## config.mk

```make
export PLATFORM = sky130hd
export DESIGN_NAME = elastic_pipe
export DESIGN_NICKNAME = d
export VERILOG_FILES = /design/src/rtl/pipe_pkg.sv /design/src/rtl/elastic_stage.sv /design/src/rtl/elastic_pipe.sv
export SDC_FILE = /design/constraint.sdc
export NUM_CORES = 1
export LEC_CHECK = 0
export CAP_MARGIN = 20
export CORE_ASPECT_RATIO = 1.1
export CORE_MARGIN = 2
export CORE_UTILIZATION = 55
export DETAILED_ROUTE_END_ITERATION = 6
export PLACE_DENSITY = 0.75
export SYNTH_ARGS = -nofsm -noshare
export SYNTH_HDL_FRONTEND = slang
export SYNTH_SLANG_ARGS = --single-unit
```

## constraint.sdc

```tcl
create_clock -name clk -period 6.5 [get_ports clk]
set_input_delay 1.95 -clock clk [delete_from_list [all_inputs] [get_ports clk]]
set_output_delay 1.95 -clock clk [all_outputs]
set_load 0.005 [all_outputs]
```

## src/rtl/pipe_pkg.sv

```systemverilog
// Shared defaults and helpers for the elastic pipeline: parameter defaults,
// occupancy counter sizing and lane packing offsets.
package pipe_pkg;

  localparam int D_W_DEF   = 8;
  localparam int LANES_DEF = 4;
  localparam int DEPTH_DEF = 10;

  // The counter must reach DEPTH itself, not DEPTH-1.
  function automatic int occ_w(input int depth);
    return $clog2(depth + 1);
  endfunction

  function automatic int lane_lo(input int lane, input int d_w);
    return lane * d_w;
  endfunction

endpackage

```

## src/rtl/elastic_stage.sv

```systemverilog
// One register stage of the elastic pipe: holds a valid bit and a data word,
// and takes the upstream beat whenever it is empty or its successor advances.
module elastic_stage #(
  parameter int W = 32
) (
  input  logic         clk,
  input  logic         rst,
  input  logic         i_flush,
  input  logic         i_prev_vld,
  input  logic [W-1:0] i_prev_dat,
  input  logic         i_adv_next,
  output logic         o_vld,
  output logic [W-1:0] o_dat
);

  logic         r_vld;
  logic [W-1:0] r_dat;
  logic         w_adv;

  assign w_adv = !r_vld || i_adv_next;

  // Flush drops the valid bit but leaves the data word as it was.
  always_ff @(posedge clk or negedge rst) begin
    if (!rst) begin
      r_vld <= 1'b0;
      r_dat <= '0;
    end else if (i_flush) begin
      r_vld <= 1'b0;
    end else if (w_adv) begin
      r_vld <= i_prev_vld;
      if (i_prev_vld) begin
        r_dat <= i_prev_dat;
      end
    end
  end

  assign o_vld = r_vld;
  assign o_dat = r_dat;

endmodule

```

## src/rtl/elastic_pipe.sv

```systemverilog
// Multi-lane DEPTH-stage delay line with valid/ready handshaking; stalled
// stages let upstream bubbles collapse so every stage can hold a beat.
module elastic_pipe
  import pipe_pkg::*;
#(
  parameter int D_W   = D_W_DEF,
  parameter int LANES = LANES_DEF,
  parameter int DEPTH = DEPTH_DEF
) (
  input  logic                       clk,
  input  logic                       rst,
  input  logic                       flush,
  input  logic                       in_valid,
  output logic                       in_ready,
  input  logic [D_W*LANES-1:0]       in_data,
  output logic                       out_valid,
  input  logic                       out_ready,
  output logic [D_W*LANES-1:0]       out_data,
  output logic [occ_w(DEPTH)-1:0]    occupancy
);

  localparam int W  = D_W * LANES;
  localparam int OW = occ_w(DEPTH);

  logic [DEPTH-1:0] w_vld;
  logic [W-1:0]     w_dat [DEPTH];
  logic [DEPTH:0]   w_adv;
  logic             w_in_fire;
  logic             w_out_fire;
  logic [OW-1:0]    r_occ;

  // Advance ripples back from the output: a stage moves if it is empty or
  // the stage ahead of it moves, so in_ready sees out_ready combinationally.
  always_comb begin
    logic [DEPTH:0] adv_t;
    adv_t        = '0;
    adv_t[DEPTH] = out_ready;
    for (int k = DEPTH - 1; k >= 0; k--) begin
      adv_t[k] = !w_vld[k] || adv_t[k+1];
    end
    w_adv = adv_t;
  end

  for (genvar k = 0; k < DEPTH; k++) begin : g_stage
    if (k == 0) begin : g_first
      elastic_stage #(.W(W)) u_stage (
        .clk        (clk),
        .rst        (rst),
        .i_flush    (flush),
        .i_prev_vld (in_valid),
        .i_prev_dat (in_data),
        .i_adv_next (w_adv[k+1]),
        .o_vld      (w_vld[k]),
        .o_dat      (w_dat[k])
      );
    end else begin : g_rest
      elastic_stage #(.W(W)) u_stage (
        .clk        (clk),
        .rst        (rst),
        .i_flush    (flush),
        .i_prev_vld (w_vld[k-1]),
        .i_prev_dat (w_dat[k-1]),
        .i_adv_next (w_adv[k+1]),
        .o_vld      (w_vld[k]),
        .o_dat      (w_dat[k])
      );
    end
  end

  assign in_ready  = w_adv[0] && !flush;
  assign out_valid = w_vld[DEPTH-1] && !flush;
  assign out_data  = w_dat[DEPTH-1];

  assign w_in_fire  = in_valid && in_ready;
  assign w_out_fire = out_valid && out_ready;

  // Tracks the popcount of the valid bits without summing them each cycle.
  always_ff @(posedge clk or negedge rst) begin
    if (!rst) begin
      r_occ <= '0;
    end else if (flush) begin
      r_occ <= '0;
    end else if (w_in_fire && !w_out_fire) begin
      r_occ <= r_occ + OW'(1);
    end else if (!w_in_fire && w_out_fire) begin
      r_occ <= r_occ - OW'(1);
    end
  end

  assign occupancy = r_occ;

endmodule

```

=== Yosys cells after proc, flatten, opt, wreduce, memory -nomap -nowiden ===
Index checks and enable logic that the tools add are counted.
W data, S select, Z words.

* Flip-flop bits (word level): 334
* Bits of input ports: 37
* Output and inout bits: 38

* Add/sub/neg operators: 2
* Mux-type cells: 23
* Bitwise operators: 1
* Reductions and logical operators: 50

{| class="wikitable"
|+ Operator list
! kind !! count
|-
| $reduce_and A3 Y1 || 10
|-
| $mux W1 || 20
|-
| $reduce_bool A2 Y1 || 10
|-
| $logic_not A1 Y1 || 13
|-
| $mux W4 || 3
|-
| $logic_or A1 B1 Y1 || 10
|-
| $logic_and A1 B1 Y1 || 6
|-
| $add A4 B1 Y4 const B || 1
|-
| $sub A4 B1 Y4 const B || 1
|-
| $reduce_bool A3 Y1 || 1
|-
| $not A1 Y1 || 1
|}

=== Depth between registers and ports, before layout ===
Gate-level depths: netlist of the first run.

* Depth after elaboration: 18
* Mapped depth: 11
* Gate-level depth less buffers: 9

=== By module ===
A second synthesis of the first run with hierarchy kept.

* Cells, all modules: 775
* Area total of the unflattened synthesis: 13,047.5 sq um

{| class="wikitable"
|+ By module, submodules not included
! module !! instances !! cells an instance !! area each (sq um)
|-
| elastic_stage || 10 || 72 || 1,260.0
|-
| elastic_pipe || 1 || 55 || 447.9
|}

=== Worst setup path before layout of the first run ===
Ideal clock, no wire load.

* Path kind: input to output
* Start: in out_ready
* End: out in_ready
* Arrival time: 2.602 ns
* Slack: 1.948 ns
* Stages: 3
* Path through: nand4b_2 > nor3_1 > nor2_1

* Cells in the longest elaborated chain, start to end: 11

{| class="wikitable"
|+ Ends and longest elaborated chain
! item !! line !! text
|-
| start, declared || elastic_pipe.sv:17 || <nowiki>input logic out_ready,</nowiki>
|-
| $logic_or A1 B1 Y1 (10 in series) || elastic_pipe.sv:39 || <nowiki>adv_t[k] = !w_vld[k] || adv_t[k+1];</nowiki>
|-
| $logic_and A1 B1 Y1 || elastic_pipe.sv:70 || <nowiki>assign in_ready = w_adv[0] && !flush;</nowiki>
|-
| end, declared || elastic_pipe.sv:14 || <nowiki>output logic in_ready,</nowiki>
|}

Every way passes these cells.

=== Worst setup path in the final report of the first run ===
Ends and elaborated chain as after synthesis.

==> results of run 1 <==
[cell usage in the layout, fill, tap and decap left out, types with 2 or more instances in the layout]
cell	instances
a21oi_1	6
a31oi_1	2
and3b_1	2
buf_4	11
bufinv_16	3
clkbuf_1	9
clkbuf_16	31
clkbuf_8	4
clkdlybuf4s50_1	73
clkinv_2	5
dfrtp_1	334
ha_1	2
inv_1	4
mux2_1	24
mux2_2	278
mux2_4	19
nand2_1	8
nand3_1	4
nand4_1	2
nor2_1	18
nor2b_1	3
nor3_1	2
or3b_2	2
xnor2_1	2
[sequential cells by signal, indices dropped and copies added, names as in the netlist]
| name | count |
|---|---|
| g_stage.g_rest.u_stage.o_vld | 9 |
| g_stage.g_first.u_stage.o_vld | 1 |
| g_stage.g_rest.u_stage.o_dat | 288 |
| occupancy | 4 |
| g_stage.g_first.u_stage.o_dat | 32 |
[logic make-up (layout without fill, tap and decap cells)]
kind of cell	after synthesis	count (layout)	synth area share, %
adders and majority gates	3	3	0.354
AOI/OAI and AO/OA	19	19	1.26
and+or+nand+nor	46	46	1.91
xor gates and xnor gates	2	2	0.138
muxes	322	322	29.0
buffers and inverters	40	142	1.66
DFF	334	334	65.7
[final cells by class]
type / count / area [sq um]
Sequential cell: 334 / 8360
Fill cell: 1636 / 8040
Multi-Input combinational cell: 392 / 4190
Clock buffer: 44 / 865
Timing Repair Buffer: 85 / 828
Tap cell: 300 / 375
Clock inverter: 8 / 115
Inverter: 5 / 18.8
[layer usage]
metal  part of all wire [%]  global-route usage (%)
met5                      0                       0
met4                    1.8                    4.42
met3                    3.9                    2.57
met2                     49                    28.4
met1                     46                    24.0
[metrics by stage]
| step | worst slack (ns) | cell area (sq um) | total power [uW] |
|---|---|---|---|
| 5_1_grt | 0.682 | 14800 | 4830 |
| 3_3_place_gp | 0.867 | 13800 | 2880 |
| 2_1_floorplan | 1.95 | 12700 | 2750 |
| 4_1_cts | 0.793 | 14800 | 4670 |
| 6_report | 0.797 | 14800 | 4620 |
| 3_5_place_dp | 0.815 | 13800 | 2930 |
[critical path, cell delays in order]
cell	delay [ns]
clkdlybuf4s50_1	0.49
nand4b_2	0.42
nor3_1	0.33
nor2_1	0.08
clkdlybuf4s50_1	0.48
[synthesized netlist by cell type (3+ instances only)]
| cell type | count |
|---|---|
| dfrtp_1 | 334 |
| mux2_2 | 278 |
| mux2_1 | 24 |
| buf_2 | 22 |
| mux2_4 | 19 |
| nor2_1 | 18 |
| nand2_1 | 8 |
| a21oi_1 | 7 |
| clkbuf_1 | 5 |
| inv_1 | 4 |
| nand3_1 | 4 |
| buf_4 | 3 |
| buf_6 | 3 |
| nor2b_1 | 3 |
[power by group through the flow]
stage / Combinational, uW / Sequential [uW] / Clock (uW)
CTS: 390 / 2510 / 1770
detailed placement: 385 / 2540 / 0
finish: 381 / 2500 / 1740
global route: 426 / 2540 / 1870
floorplan: 277 / 2470 / 0
global placement: 357 / 2520 / 0
[path summary, 6_finish.rpt]
check,startpoint,end,slack [ns],depth (start not counted)
setup / recovery,out_ready,in_ready,0.80,5
hold / removal,g_stage[4].g_rest.u_stage.o_dat[8],g_stage[5].g_rest.u_stage.o_dat[8],0.49,1
setup reg to reg,g_stage[4].g_rest.u_stage.o_vld,occupancy[3],3.47,10
hold reg to reg,g_stage[4].g_rest.u_stage.o_dat[8],g_stage[5].g_rest.u_stage.o_dat[8],0.49,1
max in group asynchronous,rst,g_stage[3].g_rest.u_stage.o_dat[17],3.55,2
min in group asynchronous,rst,g_stage[0].g_first.u_stage.o_dat[2],1.45,1
==> run metrics, run 1 <==
htree depth=1; clock share of power=37.6%; Synth top area share=65.7%; Pre-antenna DRT Iters=4; final std cells w/o fill=1168; Seq/Total Area, Yosys=65.7%; DIE AREA=24400 sq um; first-pass GRT wire length=around 34000 microns; DRT iter0 DRCs=236; min cycle time layout=about 5.7 ns; drt wl/cell=17.1 microns; Clock transition at path regs=0.06 ns; Slew Limit Headroom=~28%; largest net degree at the start of global routing=130; Final Cycle Share=between 80% and 90%; CP Capture Type=output port; Ant. Diodes=0; cts bufs inserted=31; GPL Wtd Cong=between 0.7 and 0.8; asr flop ratio synth=100%; Sw Share=21.5%; Final Hold Viols=0; Top Ports=75; area of the mapped netlist=roughly 13000 sq um; largest cells by area after synthesis=dfrtp_1, mux2_2, mux2_4; Die W=roughly 150 microns; DP Cell Count=1116; CTS max path bufs=3; Gate power share=just over 8%; Hold WS=0.486 ns; # nets final=889; die height=164 microns; max_cap viols=0; Crit Path Class=input port to output port; Via density=5.37; status=finished, final reports clean; post-synth top area cell=dfrtp_1; detailed-route via count=~6300; class of the worst hold path=flop to flop; fraction of final layout cells sized beyond drive strength 1=41.6%; CP required=4.55 ns; I/O Buffers=between 70 and 80; Starting Density=between 50% and 60%; fin util=64.7%; critical-path maximum fanout=7; Rows=58; main flop type after synthesis=dfrtp_1; Core Footprint=between 20000 and 25000 sq um; flop and latch count out of synthesis=334; CTS hold repair buffers=0; setup TNS=0 ns; Psw=roughly 1000 uW; Setup crit start kind=input port; grt ovf=0; Final Setup Violations=0; clock sink count=between 300 and 400; worst slew pin tran=approximately 1.1 ns; vias in the first global route=6645; Peak Freq=175 MHz; DRC=0; syn nets=806; Post-synth EDFFs=0; Worst Path Arrival=roughly 3.8 ns; ANT nets after route=0; sequential share of power=54.2%; pwr/cell area=313 nW/um^2; Leak=0.00716 uW; initial antenna violation count=0; postcts setup bufs=0; RSZ-0062 raised after global routing=no; worst skew pair latency=0.54 ns; detailed placer's ending HPWL=13400 microns; Ys Warns=0; Setup Skew=0.0139 ns; Synth cell types=between 40 and 50; CTS tree=built; post-cts sizing count=0; syn_area_per_cell=16.6 sq um; CTS Root Cell=clkbuf_16; GRT Util Overall=17.1%; Max Slew Vio Count=0; drt total wl=between 15000 and 20000 microns; Post-Synthesis Cells=766; Area Growth Syn to Fin=15.9%; Power Internal=around 3600 uW; peak supply drop=0.226 mV
No activity file was read; power rests on OpenSTA's default activity.
==> inputs of run 2 (changes only) <==
CORE_UTILIZATION = 52   (was 55)
PLACE_DENSITY = 0.71   (was 0.75)
REMOVE_ABC_BUFFERS = 1   (was default)
clock period = 5.9 ns   (was 6.5 ns; I/O delays follow)
==> run 2 against run 1 <==
Critical path depth stayed put. Setup slack lost 0.18 ns. Non-clock buffer count increased by 1.
==> run metrics, run 2 (synthesized netlist as in run 1, its figures left out) <==
status=finished, final reports clean; setup TNS=0 ns; DIE AREA=25800 sq um; DP Cell Count=1127; Final Setup Violations=0; # fillers=1851; final worst slack=0.618 ns; initial antenna violation count=0; ANT nets after route=0; die height=168 microns; peak supply drop=between 0.2 and 0.25 mV; Metal-1 WL=between 8000 and 9000 microns; Final Cycle Share=89.5%; pre-CTS WS=0.624 ns; Pre-antenna DRT Iters=5; Starting Density=52.5%; final std cells w/o fill=~1200; Setup crit start kind=input port; final total power=a little over 5000 uW; CTS tree=built; routed wl met3=747 microns; critical path, cell by cell=clkdlybuf4s50_1 -> nand4b_2 -> nor3_1 -> nor2_1 -> clkdlybuf4s50_1; Leak=0.00717 uW; class of the worst hold path=flop to flop; grt ovf=0; CP dominant cell by count=clkdlybuf4s50_1; detailed placer's ending HPWL=between 10000 and 15000 microns; fraction of final layout cells sized beyond drive strength 1=41.8%; Ant. Diodes=0; CP Capture Type=output port; Max Used Layer=met4; Hold WS=0.482 ns; Max Slew Vio Count=0; most frequent cells in the layout=dfrtp_1, mux2_2, clkdlybuf4s50_1; CTS hold repair buffers=0; Crit Path Class=input port to output port; detailed-route via count=between 6000 and 7000; Die W=between 150 and 200 microns; # nets final=around 900; max_cap viols=0; CTS max path bufs=3; Peak Freq=roughly 190 MHz; drt total wl=19500 microns; GRT Util Overall=15.6%; Final Hold Viols=0; Setup Skew=0.0121 ns; CP required=around 4.1 ns; min cycle time layout=5.28 ns; largest stage delay on the critical path=between 0.4 and 0.5 ns; GPL Wtd Cong=0.768; largest net degree at the start of global routing=126; met2 routed WL=9320 microns; worst skew pair latency=0.55 ns; clock sink count=334; commonest non-fill, non-tap cell in the layout=dfrtp_1; DRC=0; Worst Path Arrival=3.51 ns; Core Footprint=24200 sq um; htree depth=1; CP max-delay cell=clkdlybuf4s50_1; RSZ-0062 raised after global routing=no; Area Growth Syn to Fin=16.1%; Clock transition at path regs=~0.060 ns; critical-path maximum fanout=7; Slew Limit Headroom=30.8%; drt wl/cell=16.5 microns; I/O Buffers=74; Via density=5.31; first-pass GRT wire length=33900 microns; pwr/cell area=between 300 and 400 nW/um^2; worst slew pin tran=1.04 ns; cts bufs inserted=30; Top Ports=75; Rows=60; DRT iter0 DRCs=284; vias in the first global route=6734; CTS Root Cell=clkbuf_16; Reg area=8360 sq um; postcts setup bufs=0; area of the multi-input gates=4190 sq um; max FFs per register=288; post-cts sizing count=0
## run 2: cell type report
class / count / area share, %
flip-flops and latches: 334 / 56.6
multi-input cells: 392 / 28.4
clock buffers: 48 / 6.22
repair buffers: 86 / 5.74
well taps: 310 / 2.62
clock inverters: 6 / 0.373
inverters: 5 / 0.127
## run 2: path summary, 6_finish.rpt
kind | startpoint | endpoint | cells past startpoint | slack, ns
worst max-delay path | out_ready | in_ready | 5 | 0.62
worst min-delay path | g_stage[8].g_rest.u_stage.o_dat[7] | g_stage[9].g_rest.u_stage.o_dat[7] | 1 | 0.48
worst max register to register | g_stage[4].g_rest.u_stage.o_vld | occupancy[3] | 9 | 3.40
worst min register to register | g_stage[8].g_rest.u_stage.o_dat[7] | g_stage[9].g_rest.u_stage.o_dat[7] | 1 | 0.48
max in group asynchronous | rst | g_stage[1].g_rest.u_stage.o_dat[24] | 2 | 3.47
min in group asynchronous | rst | g_stage[1].g_rest.u_stage.o_dat[12] | 1 | 1.27
## run 2: metal layers
metal	track usage (%)	vias up
met1	21.5	3220
met2	25.7	117
met3	2.60	40
met5	0	-
li1	-	2891
met4	4.79	0
## run 2: critical path: cells and delay by family
kind / cells / cell delay [ns]
buffers and inverters: 2 / 0.92
and+or+nand+nor: 3 / 0.83
## run 2: per-stage QoR
stage	utilization [%]	area, sq um
floorplan	-	12500
CTS	60.9	14800
detailed placement	56.9	13800
global placement	56.9	13800
finish	60.9	14800
global route	60.9	14800
## run 2: power by group
group	internal (uW)	switching, uW
sequential	2590	169
clock	1100	785
combinational	267	149
